==> config.mk <==
export PLATFORM = sky130hd
export DESIGN_NAME = ram_sync_read_sdp_flat
export DESIGN_NICKNAME = d
export VERILOG_FILES = /design/src/rtl/ram_sync_read_sdp_if.sv /design/src/rtl/ram_sync_read_sdp.sv /design/src/flat_wrapper.sv
export SDC_FILE = /design/constraint.sdc
export NUM_CORES = 1
export LEC_CHECK = 0
export ABC_CLOCK_PERIOD_IN_PS = 7500
export CAP_MARGIN = 30
export CORE_MARGIN = 2
export CORE_UTILIZATION = 40
export DETAILED_ROUTE_END_ITERATION = 12
export MAX_ROUTING_LAYER = met4
export PLACE_DENSITY_LB_ADDON = 0.05
export SYNTH_ARGS = -nofsm -noshare
export SYNTH_HDL_FRONTEND = slang
export SYNTH_SLANG_ARGS = --single-unit
==> constraint.sdc <==
create_clock -name clock -period 7.5 [get_ports clock]
set_input_delay 1.5 -clock clock [delete_from_list [all_inputs] [get_ports clock]]
set_output_delay 1.5 -clock clock [all_outputs]
set_load 0.1 [all_outputs]
==> src/rtl/ram_sync_read_sdp_if.sv <==
// Bus bundle for ram_sync_read_sdp: write port, read port and sweep status.
// master drives accesses; slave is the RAM.
interface ram_sync_read_sdp_if #(
  parameter int AWIDTH = 3,
  parameter int DWIDTH = 32
);
  localparam int NBYTES = DWIDTH / 8;

  logic              wr_en;
  logic [AWIDTH-1:0] wr_addr;
  logic [NBYTES-1:0] wr_be;
  logic [DWIDTH-1:0] wr_data;
  logic              rd_en;
  logic [AWIDTH-1:0] rd_addr;
  logic [DWIDTH-1:0] rd_data;
  logic              rd_valid;
  logic              init_busy;

  modport master (
    output wr_en, wr_addr, wr_be, wr_data, rd_en, rd_addr,
    input  rd_data, rd_valid, init_busy
  );

  modport slave (
    input  wr_en, wr_addr, wr_be, wr_data, rd_en, rd_addr,
    output rd_data, rd_valid, init_busy
  );
endinterface

==> src/rtl/ram_sync_read_sdp.sv <==
// Simple-dual-port RAM: byte-enabled write port, synchronous read port with
// 1- or 2-cycle latency, selectable collision policy and post-reset clear sweep.
module ram_sync_read_sdp #(
  parameter int              AWIDTH        = 3,
  parameter int              DWIDTH        = 32,
  parameter int              OUT_REG       = 0,
  parameter int              RW_MODE       = 0,
  parameter int              INIT_ON_RESET = 1,
  parameter logic [DWIDTH-1:0] INIT_VALUE  = '0
) (
  input  logic                  clock,
  input  logic                  reset,
  ram_sync_read_sdp_if.slave    bus
);
  localparam int DEPTH  = 2 ** AWIDTH;
  localparam int NBYTES = DWIDTH / 8;

  typedef enum logic {ST_INIT, ST_RUN} state_t;
  localparam state_t RESET_STATE = (INIT_ON_RESET != 0) ? ST_INIT : ST_RUN;

  state_t            state_reg, state_next;
  logic [AWIDTH-1:0] cnt_reg, cnt_next;
  logic              run;

  logic [DWIDTH-1:0] mem [DEPTH];

  logic              mem_we;
  logic [AWIDTH-1:0] mem_waddr;
  logic [NBYTES-1:0] mem_wbe;
  logic [DWIDTH-1:0] mem_wdata;
  logic [DWIDTH-1:0] rd_word;

  logic [DWIDTH-1:0] rd1_data_reg;
  logic              rd1_valid_reg;

  always_ff @(posedge clock or posedge reset) begin
    if (reset) begin
      state_reg <= RESET_STATE;
      cnt_reg   <= '0;
    end else begin
      state_reg <= state_next;
      cnt_reg   <= cnt_next;
    end
  end

  always_comb begin
    state_next = state_reg;
    cnt_next   = cnt_reg;
    case (state_reg)
      ST_INIT: begin
        cnt_next = cnt_reg + AWIDTH'(1);
        if (cnt_reg == AWIDTH'(DEPTH - 1)) begin
          state_next = ST_RUN;
          cnt_next   = '0;
        end
      end
      default: begin
        state_next = ST_RUN;
      end
    endcase
  end

  assign run           = (state_reg == ST_RUN);
  assign bus.init_busy = ~run;

  // The sweep borrows the write port; user traffic is ignored until RUN.
  assign mem_we    = ~reset & (~run | bus.wr_en);
  assign mem_waddr = run ? bus.wr_addr : cnt_reg;
  assign mem_wbe   = run ? bus.wr_be   : '1;
  assign mem_wdata = run ? bus.wr_data : INIT_VALUE;

  always_ff @(posedge clock) begin
    if (mem_we) begin
      for (int b = 0; b < NBYTES; b++) begin
        if (mem_wbe[b]) mem[mem_waddr][8*b +: 8] <= mem_wdata[8*b +: 8];
      end
    end
  end

  // Write-first forwards enabled bytes of a same-address write into the read.
  generate
    for (genvar gi = 0; gi < NBYTES; gi++) begin : g_fwd
      logic fwd;
      assign fwd = (RW_MODE != 0) && run && bus.wr_en && bus.wr_be[gi] &&
                   (bus.wr_addr == bus.rd_addr);
      assign rd_word[8*gi +: 8] = fwd ? bus.wr_data[8*gi +: 8]
                                      : mem[bus.rd_addr][8*gi +: 8];
    end
  endgenerate

  always_ff @(posedge clock or posedge reset) begin
    if (reset) begin
      rd1_data_reg  <= '0;
      rd1_valid_reg <= 1'b0;
    end else if (!run) begin
      rd1_data_reg  <= '0;
      rd1_valid_reg <= 1'b0;
    end else begin
      rd1_valid_reg <= bus.rd_en;
      if (bus.rd_en) rd1_data_reg <= rd_word;
    end
  end

  generate
    if (OUT_REG != 0) begin : g_out_reg
      logic [DWIDTH-1:0] rd2_data_reg;
      logic              rd2_valid_reg;

      always_ff @(posedge clock or posedge reset) begin
        if (reset) begin
          rd2_data_reg  <= '0;
          rd2_valid_reg <= 1'b0;
        end else if (!run) begin
          rd2_data_reg  <= '0;
          rd2_valid_reg <= 1'b0;
        end else begin
          rd2_valid_reg <= rd1_valid_reg;
          if (rd1_valid_reg) rd2_data_reg <= rd1_data_reg;
        end
      end

      assign bus.rd_data  = rd2_data_reg;
      assign bus.rd_valid = rd2_valid_reg;
    end else begin : g_no_out_reg
      assign bus.rd_data  = rd1_data_reg;
      assign bus.rd_valid = rd1_valid_reg;
    end
  endgenerate
endmodule

==> src/flat_wrapper.sv <==
// flat-port wrapper written by rule: the top's interface ports become plain ports
module ram_sync_read_sdp_flat 
#(
  parameter int              AWIDTH        = 3,
  parameter int              DWIDTH        = 32,
  parameter int              OUT_REG       = 0,
  parameter int              RW_MODE       = 0,
  parameter int              INIT_ON_RESET = 1,
  parameter logic [DWIDTH-1:0] INIT_VALUE  = '0
)
  (clock, reset, bus_wr_en, bus_wr_addr, bus_wr_be, bus_wr_data, bus_rd_en, bus_rd_addr, bus_rd_data, bus_rd_valid, bus_init_busy);
  ram_sync_read_sdp_if #(.AWIDTH(AWIDTH), .DWIDTH(DWIDTH)) bus_i ();
  input  logic clock;
  input  logic reset;
  input wire logic [$bits(bus_i.wr_en)-1:0] bus_wr_en;
  input wire logic [$bits(bus_i.wr_addr)-1:0] bus_wr_addr;
  input wire logic [$bits(bus_i.wr_be)-1:0] bus_wr_be;
  input wire logic [$bits(bus_i.wr_data)-1:0] bus_wr_data;
  input wire logic [$bits(bus_i.rd_en)-1:0] bus_rd_en;
  input wire logic [$bits(bus_i.rd_addr)-1:0] bus_rd_addr;
  output wire logic [$bits(bus_i.rd_data)-1:0] bus_rd_data;
  output wire logic [$bits(bus_i.rd_valid)-1:0] bus_rd_valid;
  output wire logic [$bits(bus_i.init_busy)-1:0] bus_init_busy;
  assign bus_i.wr_en = bus_wr_en;
  assign bus_i.wr_addr = bus_wr_addr;
  assign bus_i.wr_be = bus_wr_be;
  assign bus_i.wr_data = bus_wr_data;
  assign bus_i.rd_en = bus_rd_en;
  assign bus_i.rd_addr = bus_rd_addr;
  assign bus_rd_data = bus_i.rd_data;
  assign bus_rd_valid = bus_i.rd_valid;
  assign bus_init_busy = bus_i.init_busy;
  ram_sync_read_sdp #(.AWIDTH(AWIDTH), .DWIDTH(DWIDTH), .OUT_REG(OUT_REG), .RW_MODE(RW_MODE), .INIT_ON_RESET(INIT_ON_RESET), .INIT_VALUE(INIT_VALUE)) u_core (.clock(clock), .reset(reset), .bus(bus_i));
endmodule
==> metrics.txt, run 1 <==
NumNets Final 825; PwrDens 273 mW/mm2; DRT Pass-1 Iters 5; Total Wirelength 26600 um; Vias/cell 5.26; die area 0.0306 mm2; Mapped Nets 726; Setup TNS 0 ps; CTS clock-pin slew for the worst setup and hold paths 60 ps; chip width 175 um; fraction of layout cells with a size suffix above 1 21.5%; Post-CTS Hold Buffers 0; antenna viol nets, final 0; post-synthesis mux area share 11.5%; vias 6243; mapped cell area 0.0117 mm2; total clock sinks 293; worst-margin pin slew 985 ps; TritonCTS buffer count 31; GPL Wtd Cong 0.725; total power 3860 uW; CP max stage delay 1180 ps; post-place setup slack 3440 ps; DRC Markers 0; Worst Path Required 6000 ps; Critical Path AT 2280 ps; antenna violations before repair 2; Post-Synth Simple-Gate Area 6.89%; EDFF count, synth 256; Hold Violations, Final 0; Setup CP Type reg2out; setup violators final 0; max FFs per register 256; number of synthesized register bits 293; Peak Freq 265 MHz; synth warn 0; Final Max Tran Viols 0; dpl cell area 0.0130 mm2; post-synthesis compound-gate area fraction 5.58%; DP Wirelength 16200 um; Area Overhead vs Synth 21.0%; grt ovf 0; final hold slack 479 ps; Hold Path Class reg2reg; worst path cell trace inv_1 -> clkdlybuf4s50_1; final instance area 0.0141 mm2; sequential area share after synthesis 73.6%; Tmin final 3780 ps; Starting Density 40.6%; number of I/O pins 80; PostCTS Resize Cnt 0; pin count of the biggest net entering global routing 61; Crit-path slowest cell clkdlybuf4s50_1; Worst Slack Setup Final 3720 ps; chip height 175 um; initial drt markers 349; Pleak 0.00473 uW; first-pass GRT wire length 40400 um; endpoint class of the critical path output pin; synthesized instance count 678; port buffer count 79; setup repair bufs after CTS 0; largest family of logic cells by synthesized area multiplexers; CTS H-tree lvls 1; vias in the first global route 6579; total track usage 18.2%; clock root cell clkbuf_16; max capacitance violation total 0; Std-Cell Rows 62; Rel. slew slack 34.1%; Synth async-reset ratio 12.6%; Cell variety after synth 37; mean post-synth cell area 17.2 um2; worst skew pair latency 550 ps; CTS max path bufs 3; Primary FF master, synth edfxtp_1; area of the core 0.0288 mm2; Post-Synth Adder-Cell Area 0.214%; Synth Area in XOR/XNOR 0%; unrepaired setup endpoints after global routing false; Setup crit start kind flop; clock skew 16.1 ps; CTS tree built; VDD IR max 0.000167 V; routed len/inst 22.4 um; Crit Path Max Fanout 4; status completed; period utilisation layout 50.3%
where the power goes:
group	internal [uW]	switching [uW]
Sequential	1800	14.4
Combinational	107	256
Clock	1080	602
cell usage after synthesis (3+ instances only):
cell       count  area, um2
o22ai_1       27        169
edfxtp_1     256       7690
o31ai_1       24        180
clkbuf_1      19       71.3
a211oi_1       8       60.1
buf_2          7       35.0
o41ai_1        6       52.6
nand2b_1       3       18.8
nand2_1       40        150
buf_4          9       67.6
inv_1          4       15.0
nor2_1        54        203
a2111oi_0      8       70.1
and2_1        32        200
a21o_1         8       60.1
dfrtp_1       37        926
mux4_1         4        105
nand4_1        4       25.0
nor2b_1       20        125
nand4b_1       4       35.0
mux2_2        53        597
mux4_2        28        631
layout by cell type (no fill, tap or decap), drive strengths merged:
| cell | Yosys | final |
|---|---|---|
| a21o | 8 | 8 |
| o32a | 1 | 1 |
| clkdlybuf4s50 | 0 | 77 |
| nor3b | 1 | 1 |
| nor2b | 20 | 20 |
| buf | 21 | 29 |
| clkbuf | 19 | 44 |
| and2 | 32 | 32 |
| o41ai | 6 | 6 |
| inv | 4 | 4 |
| and3b | 2 | 2 |
| diode | 0 | 2 |
| nor3 | 1 | 1 |
| o21ai | 2 | 2 |
| nand4b | 4 | 4 |
| mux2i | 1 | 1 |
| bufinv | 0 | 7 |
| a21oi | 2 | 2 |
| nor2 | 54 | 54 |
| mux2 | 53 | 53 |
| nand2 | 40 | 40 |
| clkinvlp | 0 | 2 |
| a2111oi | 8 | 8 |
| and3 | 1 | 1 |
| a211oi | 8 | 8 |
| edfxtp | 256 | 256 |
| o31ai | 26 | 26 |
| clkinv | 0 | 4 |
| nand2b | 3 | 3 |
| nand4 | 4 | 4 |
| or2 | 2 | 2 |
| o22ai | 27 | 27 |
| ha | 2 | 2 |
| dfrtp | 37 | 37 |
| a31oi | 1 | 1 |
| mux4 | 32 | 32 |
per-layer routing:
metal / vias up / part of all wire [%] / wire [um] / GRT usage (%)
met5: - / 0 / 0 / -
met4: 0 / 1.9 / 494 / 3.58
met3: 36 / 4.1 / 1090 / 2.72
met2: 120 / 50 / 13300 / 30.9
met1: 3228 / 44 / 11800 / 23.5
li1: 2859 / - / - / -
worst max-delay path, delay by kind of cell, from the launching register on:
family	cells	cell delay (ps)
flops	1	400
buf+inv	2	1330
kinds of logic (layout without fill, tap and decap cells):
group,after synthesis,count (layout)
flops,293,293
simple gates,164,164
compound gates,89,89
mux,86,86
buf+inv,44,167
fa+ha+maj,2,2
other cells,0,2
through the flow:
| stage | instances | util (%) |
|---|---|---|
| after detailed placement | 1127 | 45.1 |
| after floorplan | 678 | - |
| after global placement | 1112 | 44.5 |
| after global routing | 1187 | 49.2 |
| after CTS | 1184 | 49.1 |
| final | 1187 | 49.2 |
worst paths after layout:
| kind | start | end | slack (ps) | cells past startpoint |
|---|---|---|---|---|
| setup / recovery | u_core.run | bus_init_busy | 3720 | 2 |
| hold / removal | u_core.bus.rd_data[6] | u_core.bus.rd_data[6] | 480 | 2 |
| setup reg to reg | u_core.run | u_core.mem[7][3] | 4920 | 5 |
| hold reg to reg | u_core.bus.rd_data[6] | u_core.bus.rd_data[6] | 480 | 2 |
| max in group asynchronous | reset | u_core.bus.rd_data[0] | 5210 | 3 |
| min in group asynchronous | reset | u_core.bus.rd_data[16] | 1760 | 2 |
layout make-up:
| class | count | area [um2] |
|---|---|---|
| fillers | 2404 | 14600 |
| flip-flops and latches | 293 | 8610 |
| multi-input cells | 341 | 2840 |
| repair buffers | 106 | 1030 |
| clock buffers | 44 | 915 |
| well taps | 384 | 480 |
| clock inverters | 13 | 244 |
| inverters | 4 | 15.0 |
| diodes | 2 | 5.00 |
Power figures use the tool's default switching activity.
==> run 2: changes to the inputs <==
- ABC_CLOCK_PERIOD_IN_PS: 7500 -> 3400
- clock period: 7.5 -> 3.4 ns (I/O delays scaled with it)
==> run 2 against run 1 <==
Global-route usage increased by 0.45 points. Register-to-register slack got worse by 4200 ps. Die area unchanged. Utilization decreased by 0.83 points.
==> metrics.txt, run 2 (synthesized netlist as in run 1, its figures left out) <==
status completed; Final Max Tran Viols 0 (unchanged); antenna viol nets, final 0 (unchanged); endpoint class of the critical path output pin; Std-Cell Rows 62 (unchanged); Worst Slack Setup Final 636 ps (-3090 ps); setup violators final 0 (unchanged); Worst Path Required 2720 ps (-3280 ps); DRC Markers 0 (unchanged); Area Overhead vs Synth 18.9%; total clock sinks 293 (unchanged); Vias/cell 5.24 (-0.38%); Crit Path Max Fanout 46 (+42); die area 0.0306 mm2 (unchanged); final instance area 0.0139 mm2 (-1.7%); number of I/O pins 80 (unchanged); area of the core 0.0288 mm2 (unchanged); setup repair bufs after CTS 0 (unchanged); initial drt markers 552 (+58%); DRT Pass-1 Iters 5 (unchanged); total track usage 18.6% (+0.45 points); unrepaired setup endpoints after global routing false; fillers 2476 (+3.0%); Setup crit start kind flop; worst skew pair latency 550 ps (about the same); Peak Freq 362 MHz; vias in the first global route 6621 (+0.64%); Tmin final 2760 ps; Pleak 0.00470 uW (-0.56%); Rel. slew slack 35.9% (+1.8 points); vias 6251 (+0.13%); fraction of layout cells with a size suffix above 1 24.6% (+3.2 points); max FFs per register 256 (unchanged); Hold Violations, Final 0 (unchanged); TritonCTS buffer count 31 (unchanged); clock root cell clkbuf_16; antenna violations before repair 1 (-1); routed len/inst 22.8 um (+1.6%); commonest non-fill, non-tap cell in the layout edfxtp_1; NumNets Final 832 (+0.85%); CTS clock-pin slew for the worst setup and hold paths 60 ps (about the same); PostCTS Resize Cnt 0 (unchanged); port buffer count 79 (unchanged); Starting Density 40.6% (unchanged); Post-CTS Hold Buffers 0 (unchanged); clock skew 15.2 ps (-0.930 ps); post-place setup slack 475 ps (-2960 ps); PwrDens 576 mW/mm2 (+110%); dpl cell area 0.0129 mm2 (-0.23%); worst-margin pin slew 958 ps (-26.8 ps); first-pass GRT wire length 41500 um (+2.7%); grt ovf 0 (unchanged); max capacitance violation total 0 (unchanged); chip height 175 um (unchanged); GPL Wtd Cong 0.739 (+2.0%); chip width 175 um (unchanged); CTS max path bufs 3 (unchanged); pin count of the biggest net entering global routing 47 (-23%); CTS tree built; Total Wirelength 27200 um (+2.1%); CTS H-tree lvls 1 (unchanged); most frequent cells in the layout edfxtp_1 (256), buf_4 (65), nor2_1 (54); DP Wirelength 17300 um (+6.4%); period utilisation layout 81.3%; Critical Path AT 2080 ps (-200 ps); VDD IR max 0.000308 V (+85%); Setup TNS 0 ps (unchanged); Hold Path Class reg2reg; Setup CP Type reg2out
==> run 2: changes by cell type in the layout (fill, tap and decap cells not counted) <==
cell             before  now
clkinv_2              3    4
nand2b_1              2    3
diode_2               2    1
nand2b_2              1    0
clkinvlp_4            2    0
buf_4                19   65
clkbuf_1              4   14
clkinv_1              1    3
buf_6                 8    0
clkdlybuf4s50_1      77   44
clkbuf_8              9    3
bufinv_16             7    2
buf_12                1    3
==> run 2: power by group <==
part           total (uW)  internal [uW]  switching [uW]
sequential           4000           3970            26.1
combinational         813            231             582
clock                3200           1890            1310
==> run 2: layout make-up <==
class / instances / area [um2] / area share, %
sequential: 293 / 8610 / 61.9
multi-input combinational: 341 / 2840 / 20.4
timing repair buffer: 113 / 993 / 7.14
clock buffer: 48 / 870 / 6.25
tap: 384 / 480 / 3.45
clock inverter: 9 / 91.3 / 0.657
inverter: 4 / 15.0 / 0.108
antenna: 1 / 2.50 / 0.0180
==> run 2: through the flow <==
| stage | instances | total power, uW | hold slack [ps] | utilization [%] |
|---|---|---|---|---|
| finish | 1193 | 8010 | 476 | 48.3 |
| global route | 1193 | 8290 | 496 | 48.3 |
| CTS | 1192 | 8100 | 481 | 48.3 |
| detailed placement | 1135 | 4890 | 468 | 45.0 |
| global placement | 1135 | 4890 | 466 | 45.0 |
| floorplan | 678 | 4640 | 514 | - |
==> run 2: final timing paths <==
path | to | depth (start not counted) | startpoint | slack [ps]
worst max-delay path | bus_init_busy | 2 | u_core.run | 640
min in group asynchronous | u_core.bus.rd_data[25] | 2 | reset | 1050
max in group asynchronous | u_core.bus.rd_valid | 3 | reset | 1790
worst min-delay path | u_core.bus.rd_data[9] | 2 | u_core.bus.rd_data[9] | 480
worst max register to register | u_core.mem[6][11] | 4 | u_core.run | 690
worst min register to register | u_core.bus.rd_data[9] | 2 | u_core.bus.rd_data[9] | 480
==> run 2: worst max-delay path: stages, from the launching register on <==
cell,delay (ps)
dfrtp_2,960
inv_1,260
buf_4,310
==> run 2: routing by layer <==
layer / vias up / track usage, % / routed length (um)
li1: 2870 / - / -
met3: 42 / 2.39 / 1030
met4: 0 / 3.75 / 461
met2: 132 / 30.4 / 13500
met5: - / - / 0
met1: 3207 / 25.5 / 12200
==> run 3: changes to the inputs <==
- ABC_CLOCK_PERIOD_IN_PS: 3400 -> 2300
- clock period: 3.4 -> 2.3 ns (I/O delays scaled with it)
==> run 3 against run 2 <==
Sequential cell count unchanged. Clock skew is 6.6 ps lower. Critical path type unchanged. Critical path depth did not move. Cell count grew 1.9%. Largest cell class unchanged. Total power up 49%. Sequential share of layout area fell by 1.3 points. Utilization grew 1.1 points. Sequential power rose by 48%. Highest routed layer unchanged.
==> metrics.txt, run 3 (synthesized netlist as in run 1, its figures left out) <==
total track usage 18.5% (-0.11 points); setup repair bufs after CTS 0 (unchanged); DRC Markers 0 (unchanged); CTS clock-pin slew for the worst setup and hold paths 60 ps (about the same); antenna viol nets, final 0 (unchanged); Inst Count DP 1159 (+2.1%); routed len/inst 22.3 um (-2.2%); TritonCTS buffer count 31 (unchanged); n_diodes 0 (-1); Worst Path Required 1840 ps (-880 ps); NumNets Final 856 (+2.9%); Pleak 0.00487 uW (+3.5%); number of I/O pins 80 (unchanged); Std-Cell Rows 62 (unchanged); Crit Path Max Fanout 24 (-48%); vias 6352 (+1.6%); chip width 175 um (unchanged); status completed; initial drt markers 434 (-21%); Tmin final 2180 ps; endpoint class of the critical path output pin; final core occ 49.4% (+1.1 points); commonest non-fill, non-tap cell in the layout edfxtp_1; setup violators final 0 (unchanged); Critical Path AT 1720 ps (-360 ps); antenna violations before repair 0 (-1); Total Wirelength 27100 um (-0.32%); area of the core 0.0288 mm2 (unchanged); final std cells w/o fill 1216 (+1.9%); max capacitance violation total 0 (unchanged); GR Util met3 2.24% (-0.15 points); Vias/cell 5.22 (-0.31%); final instance area 0.0142 mm2 (+2.2%); VDD IR max 0.000451 V (+46%); CTS max path bufs 3 (unchanged); CTS tree built; chip height 175 um (unchanged); worst-margin pin slew 895 ps (-63.0 ps); dpl cell area 0.0132 mm2 (+2.2%); DP Wirelength 16600 um (-3.7%); CTS H-tree lvls 1 (unchanged); PostCTS Resize Cnt 0 (unchanged); vias in the first global route 6727 (+1.6%); Hold Path Class in2async; first-pass GRT wire length 41100 um (-1.0%); clock root cell clkbuf_16; Hold Violations, Final 0 (unchanged); met2 Track Usage GR 31.4% (+1.0 points); GPL Wtd Cong 0.753 (+1.8%); max FFs per register 256 (unchanged); layer with the highest usage met2; Starting Density 40.6% (unchanged); Peak Freq 459 MHz; Setup crit start kind flop; clock skew 8.58 ps (-6.63 ps); grt ovf 0 (unchanged); fraction of layout cells with a size suffix above 1 27.5% (+2.9 points); port buffer count 79 (unchanged); PwrDens 837 mW/mm2 (+45%); Final Max Tran Viols 0 (unchanged); total power 11900 uW (+49%); period utilisation layout 94.8%; total clock sinks 293 (unchanged); DRT Pass-1 Iters 4 (-1); Area Overhead vs Synth 21.5%; pin count of the biggest net entering global routing 42 (-11%); Rel. slew slack 40.3% (+4.4 points); die area 0.0306 mm2 (unchanged); Setup CP Type reg2out; GR Util met1 24.0% (-1.5 points); Post-CTS Hold Buffers 0 (unchanged); worst skew pair latency 540 ps (about the same); unrepaired setup endpoints after global routing false; most frequent cells in the layout edfxtp_1 (256), buf_4 (82), nor2_1 (54)
run 3: routing by layer:
metal | routed length, um | up-vias | part of all wire, %
li1 | - | 2915 | -
met1 | 11800 | 3268 | 44
met2 | 13700 | 128 | 51
met3 | 909 | 41 | 3.4
met4 | 632 | 0 | 2.3
met5 | 0 | - | 0
run 3: area by class of cell:
cell class | instances | area (um2)
inverter | 4 | 18.8
fill | 2446 | 14600
clock buffer | 43 | 871
multi-input combinational | 341 | 2840
sequential | 293 | 8610
clock inverter | 14 | 115
tap | 384 | 480
timing repair buffer | 137 | 1270
run 3: stage by stage:
| step | setup slack [ps] | hold slack (ps) | TNS [ps] |
|---|---|---|---|
| after floorplan | 28.1 | 514 | 0 |
| after global placement | -55.7 | 463 | -2640 |
| after detailed placement | -40.8 | 473 | -2060 |
| after CTS | 79.4 | 322 | 0 |
| after global routing | 9.52 | 342 | 0 |
| final | 120 | 340 | 0 |
run 3: worst paths after layout:
path,start,endpoint,slack [ps],depth (start not counted)
max,u_core.run,bus_init_busy,120,2
min,reset,u_core.bus.rd_data[24],340,3
max reg2reg,u_core.run,u_core.mem[4][27],250,5
min reg2reg,u_core.bus.rd_data[2],u_core.bus.rd_data[2],480,2
max in group asynchronous,reset,u_core.bus.rd_data[10],1450,4
min in group clock,u_core.bus.rd_data[2],u_core.bus.rd_data[2],480,2
run 3: critical path, stage by stage, from the launching register on:
cell and delay, ps:
dfrtp_2 660, clkinvlp_4 290, buf_12 220
run 3: power by group:
group / switching, uW / internal [uW] / total, uW
combinational: 864 / 367 / 1230
clock: 1920 / 2840 / 4760
sequential: 41.0 / 5870 / 5910
total: 2820 / 9080 / 11900
